--- src/rtl/io_controller.sv ---
// Memory-mapped IO block: UART RX FIFO, single-byte TX holding register,
// and free-running cycle / retired-instruction counters.
module io_controller #(
    parameter int unsigned RX_FIFO_DEPTH = 4
) (
    input  logic        clk,
    input  logic        rst,
    input  logic [31:0] mem_addr,
    input  logic        rd_en,
    input  logic        wr_en,
    input  logic [31:0] wr_data,
    input  logic        instr_retired,
    output logic [31:0] io_data_out,
    input  logic [7:0]  uart_rx_data_out,
    input  logic        uart_rx_data_out_valid,
    output logic        uart_rx_data_out_ready,
    output logic [7:0]  uart_tx_data_in,
    output logic        uart_tx_data_in_valid,
    input  logic        uart_tx_data_in_ready
);

    localparam int unsigned PtrW = $clog2(RX_FIFO_DEPTH);
    localparam int unsigned CntW = PtrW + 1;

    localparam logic [7:0] OffStatus = 8'h00;
    localparam logic [7:0] OffRxData = 8'h04;
    localparam logic [7:0] OffTxData = 8'h08;
    localparam logic [7:0] OffCycle  = 8'h10;
    localparam logic [7:0] OffInstr  = 8'h14;
    localparam logic [7:0] OffClear  = 8'h18;

    logic [7:0]      fifo_mem_q [RX_FIFO_DEPTH];
    logic [PtrW-1:0] wr_ptr_q, wr_ptr_d;
    logic [PtrW-1:0] rd_ptr_q, rd_ptr_d;
    logic [CntW-1:0] cnt_q, cnt_d;
    logic            tx_pending_q, tx_pending_d;
    logic [7:0]      tx_hold_q, tx_hold_d;
    logic [31:0]     cyc_q, cyc_d;
    logic [31:0]     ins_q, ins_d;
    logic [31:0]     io_q, io_d;

    logic        sel, rd_sel, wr_sel;
    logic [7:0]  off;
    logic        fifo_full, fifo_empty, push, pop;
    logic        tx_wr, clr;
    logic [31:0] rd_data;
    logic        unused_bits;

    assign unused_bits = ^{mem_addr[27:8], wr_data[31:8]};

    assign sel    = (mem_addr[31:28] == 4'b1000);
    assign off    = mem_addr[7:0];
    assign rd_sel = rd_en & sel;
    assign wr_sel = wr_en & sel;

    assign fifo_full  = (cnt_q == CntW'(RX_FIFO_DEPTH));
    assign fifo_empty = (cnt_q == '0);
    assign push       = uart_rx_data_out_valid & ~fifo_full;
    assign pop        = rd_sel & (off == OffRxData) & ~fifo_empty;
    assign tx_wr      = wr_sel & (off == OffTxData);
    assign clr        = wr_sel & (off == OffClear);

    assign uart_rx_data_out_ready = ~fifo_full;
    assign uart_tx_data_in_valid  = tx_pending_q;
    assign uart_tx_data_in        = tx_hold_q;
    assign io_data_out            = io_q;

    // Read mux sees pre-update state, so reads return this cycle's values.
    always_comb begin
        rd_data = '0;
        case (off)
            OffStatus: rd_data = {30'b0, ~fifo_empty, ~tx_pending_q};
            OffRxData: rd_data = fifo_empty ? 32'h0 : {24'b0, fifo_mem_q[rd_ptr_q]};
            OffCycle:  rd_data = cyc_q;
            OffInstr:  rd_data = ins_q;
            default:   rd_data = '0;
        endcase
    end

    always_comb begin
        wr_ptr_d     = wr_ptr_q;
        rd_ptr_d     = rd_ptr_q;
        cnt_d        = cnt_q;
        tx_pending_d = tx_pending_q;
        tx_hold_d    = tx_hold_q;
        io_d         = io_q;

        if (push) wr_ptr_d = wr_ptr_q + PtrW'(1);
        if (pop)  rd_ptr_d = rd_ptr_q + PtrW'(1);
        case ({push, pop})
            2'b10:   cnt_d = cnt_q + CntW'(1);
            2'b01:   cnt_d = cnt_q - CntW'(1);
            default: cnt_d = cnt_q;
        endcase

        // A write landing while a byte is pending is dropped, even on the handshake edge.
        if (tx_pending_q) begin
            if (uart_tx_data_in_ready) tx_pending_d = 1'b0;
        end else if (tx_wr) begin
            tx_hold_d    = wr_data[7:0];
            tx_pending_d = 1'b1;
        end

        cyc_d = clr ? 32'h0 : cyc_q + 32'd1;
        ins_d = clr ? 32'h0 : ins_q + {31'b0, instr_retired};

        if (rd_sel) io_d = rd_data;
    end

    always_ff @(posedge clk) begin
        if (rst) begin
            wr_ptr_q     <= '0;
            rd_ptr_q     <= '0;
            cnt_q        <= '0;
            tx_pending_q <= 1'b0;
            tx_hold_q    <= '0;
            cyc_q        <= '0;
            ins_q        <= '0;
            io_q         <= '0;
        end else begin
            wr_ptr_q     <= wr_ptr_d;
            rd_ptr_q     <= rd_ptr_d;
            cnt_q        <= cnt_d;
            tx_pending_q <= tx_pending_d;
            tx_hold_q    <= tx_hold_d;
            cyc_q        <= cyc_d;
            ins_q        <= ins_d;
            io_q         <= io_d;
        end
    end

    // Storage needs no reset; the cleared count makes stale entries unreachable.
    always_ff @(posedge clk) begin
        if (push && !rst) fifo_mem_q[wr_ptr_q] <= uart_rx_data_out;
    end

endmodule

--- config.mk ---
export PLATFORM = sky130hd
export DESIGN_NAME = io_controller
export DESIGN_NICKNAME = d
export VERILOG_FILES = /design/src/rtl/io_controller.sv
export SDC_FILE = /design/constraint.sdc
export NUM_CORES = 1
export LEC_CHECK = 0
export ABC_AREA = 0
export ABC_CLOCK_PERIOD_IN_PS = 2860
export CORE_UTILIZATION = 47
export DETAILED_ROUTE_END_ITERATION = 6
export PLACE_DENSITY_LB_ADDON = 0.12
export SLEW_MARGIN = 20
export SYNTH_ARGS = -nofsm -noshare
export SYNTH_HDL_FRONTEND = slang
export SYNTH_SLANG_ARGS = --single-unit
export TNS_END_PERCENT = 30
--- constraint.sdc ---
create_clock -name clk -period 2.86 [get_ports clk]
set_input_delay 0.429 -clock clk [delete_from_list [all_inputs] [get_ports clk]]
set_output_delay 0.429 -clock clk [all_outputs]
set_load 0.02 [all_outputs]
==> impl_metrics.yaml <==
floorplan:
  start_util_pct: 48.9
  die_x_um: 120
  die_h_um: 120
  core-area_um2: 13500
  die_area_um2: 14500
  fp-row-count: 42
  pin_count: 121
pwr:
  p_leak_nw: 2.67
  p_total_w: 0.00477
  power_density_nw_per_um2: 583
  ir_worst_vdd_v: 0.000514
setup_path:
  cp.arrival_ps: 2880
  cp-startpoint: "mem_addr[4]"
  rr_endpoint: "cyc_q[31]"
  path_max_fanout: 4
  worstSetupEndpointType: "flop"
  reg2reg_depth: 4
  reg2reg_slack_ps: 500
  r2r_start: "cyc_q[7]"
  path_class: "in2reg"
  critPathRequiredTime_ps: 3210
  worstSetupStartpointType: "primary input"
clocking:
  cts_resized: 0
  cts-root-buf: "clkbuf_16"
  cts_tree: "done"
  cts-htree-levels: 4
  clock_sinks: 146
  cts_inserted_buffers: 17
  clock_path_buffers: 2
  hold_buffers: 0
  post_cts_buffers: 0
  insertion_delay_ps: 420
  clk_pin_slew_worst_paths_ps: 60
logic_synthesis:
  post-synth-top-area-cell: "dfxtp_1"
  ys_warn_count: 0
  netlist_area_um2: 6580
  synth_cells: 658
  yosysUniqueCellTypes: 53
  ys_seq_area_share_pct: 49.3
  avgSynthCellArea_um2: 10.0
  ys_ff_latch: 146
  yosys.cell_count.top_type: "dfxtp_1"
  synth_common_cells: "dfxtp_1, nor2_1, a21oi_1"
  synth_top_cell_area_share_pct: 34.7
  synth_nets: 746
  synth_area_leaders: "dfxtp_1, edfxtp_1, mux2_2, nor2_1, a21oi_1"
  ys_async_sr_fraction_pct: 0
  ys.flop_type: "dfxtp_1"
  synth_edf_count: 32
route:
  wire_per_inst_um: 17.2
  finalWirelength_um: 15800
  drtPass1Iterations: 5
  routed_via_density: 5.89
  dr_total_vias: 5415
  dr.first_iter.drc_count: 403
  drc_errors: 0
  ant_nets: 0
grt:
  grt_pass1_vias: 5326
  grt_max_degree: 61
  grt_overflow: 0
  grt_pass1_wl_um: 25900
  track_usage_pct: 22.8
  antenna_found_initial: 0
finish:
  drive_above_1_share_pct: 13.5
  fill_cells: 1149
  area_growth_pct: 24.2
  nNetsFinal: 818
  antenna_cells: 0
timing:
  skew_ps: 10.1
  slew_headroom_pct: 37.0
  timing.final.ws_setup_ps: 329
  setup_viol: 0
  grt_setup_unrepaired: "false"
  worst_pin_slew_ps: 945
  drv_slew: 0
  finalHoldViolCount: 0
  timing.final.crit_share_pct: 88.5
  tns_ps: 0
  min_period_ps: 2530
  max_freq_ghz: 0.395
min_path:
  hp-class: "in2reg"
  whs_path_depth: 2
  holdCritStartpoint: "rst"
  whs_endpoint: "cnt_q[0]"
placement:
  dp_slack_ps: -116
  port-buffer-count: 76
  gp_congestion: 0.839
  dp_hpwl_um: 11000
run:
  drv_cap: 0
run_status:
  outcome: "complete, no violations"
layout make-up:
| class | count | area [um^2] | share of cell area (%) |
|---|---|---|---|
| Inverter | 14 | 52.6 | 0.643 |
| Multi-Input combinational cell | 457 | 3110 | 38.0 |
| Sequential cell | 146 | 3240 | 39.7 |
| Tap cell | 176 | 220 | 2.69 |
| Clock buffer | 17 | 425 | 5.21 |
| Clock inverter | 15 | 218 | 2.66 |
| Timing Repair Buffer | 94 | 903 | 11.1 |
cell families (layout without fill, tap and decap cells):
group                      Yosys count  after routing  share of synthesized area [%]
AOI/OAI and AO/OA                  139            139                           13.7
xor gates and xnor gates            29             29                           3.86
adders and majority gates            9              9                           1.83
buffers and inverters               55            140                           3.46
DFF                                146            146                           49.3
muxes                               37             37                           7.68
and+or+nand+nor                    243            243                           20.1
placed cells by master (no fill, tap or decap), types with 15 or more instances in the layout:
master           synthesis  final
clkbuf_16                0     17
clkdlybuf4s50_1          0     75
o31ai_1                 22     22
or4_1                   23     23
xor2_1                  15     15
a21oi_1                 45     45
nand2_1                 30     30
mux2_2                  28     28
o21ai_0                 18     18
a22oi_1                 30     30
nand4_1                 20     20
nor2_1                  69     69
edfxtp_1                32     32
nand3_1                 32     32
dfxtp_1                114    114
buf_4                    0     17
worst max-delay path, stage by stage:
cell,delay (ps)
clkdlybuf4s50_1,440
nor4_1,410
nand4_1,180
nor2_1,190
ha_1,200
inv_1,50
fa_1,370
xor2_1,150
or3_1,300
a21oi_1,140
worst max path at each step:
stage          endpoint  slack [ps]  depth (start not counted)
3_5_place_dp   cnt_q[2]        -120                         10
5_1_grt        cnt_q[2]         120                         10
3_3_place_gp   cnt_q[2]         -40                         10
2_1_floorplan  cnt_q[2]         160                          9
6_report       cnt_q[2]         330                         10
4_1_cts        cnt_q[2]         310                         10
power by group:
group          internal [W]  switching [W]  leakage [nW]  total, W
combinational     0.0000908      0.0000987          1.15  0.000189
sequential          0.00213      0.0000175          1.21   0.00215
clock               0.00149       0.000939         0.312   0.00243
total               0.00371        0.00106          2.67   0.00477
state kept, by name (all words and copies together), names as in the netlist, named ones only:
name	flops
io_data_out	32
cyc_q	32
cnt_q	3
fifo_mem_q	32
rd_ptr_q	2
wr_ptr_q	2
uart_tx_data_in_valid	1
uart_tx_data_in	8
ins_q	32
metrics by stage:
step / cells / cell area, um^2 / hold WS [ps] / util [%]
final: 919 / 8170 / 388 / 60.7
after global routing: 919 / 8170 / 395 / 60.7
after CTS: 919 / 8170 / 374 / 60.7
after detailed placement: 887 / 7530 / 467 / 56.0
after global placement: 887 / 7530 / 460 / 56.0
after floorplan: 658 / 6580 / 449 / -
per-layer routing:
layer	part of all wire, %	global-route usage, %
met1	43	27.9
met2	51	39.2
met3	4.7	5.52
met4	1.4	7.87
met5	0	0
Note: power is estimated with default switching activity, not from simulation.
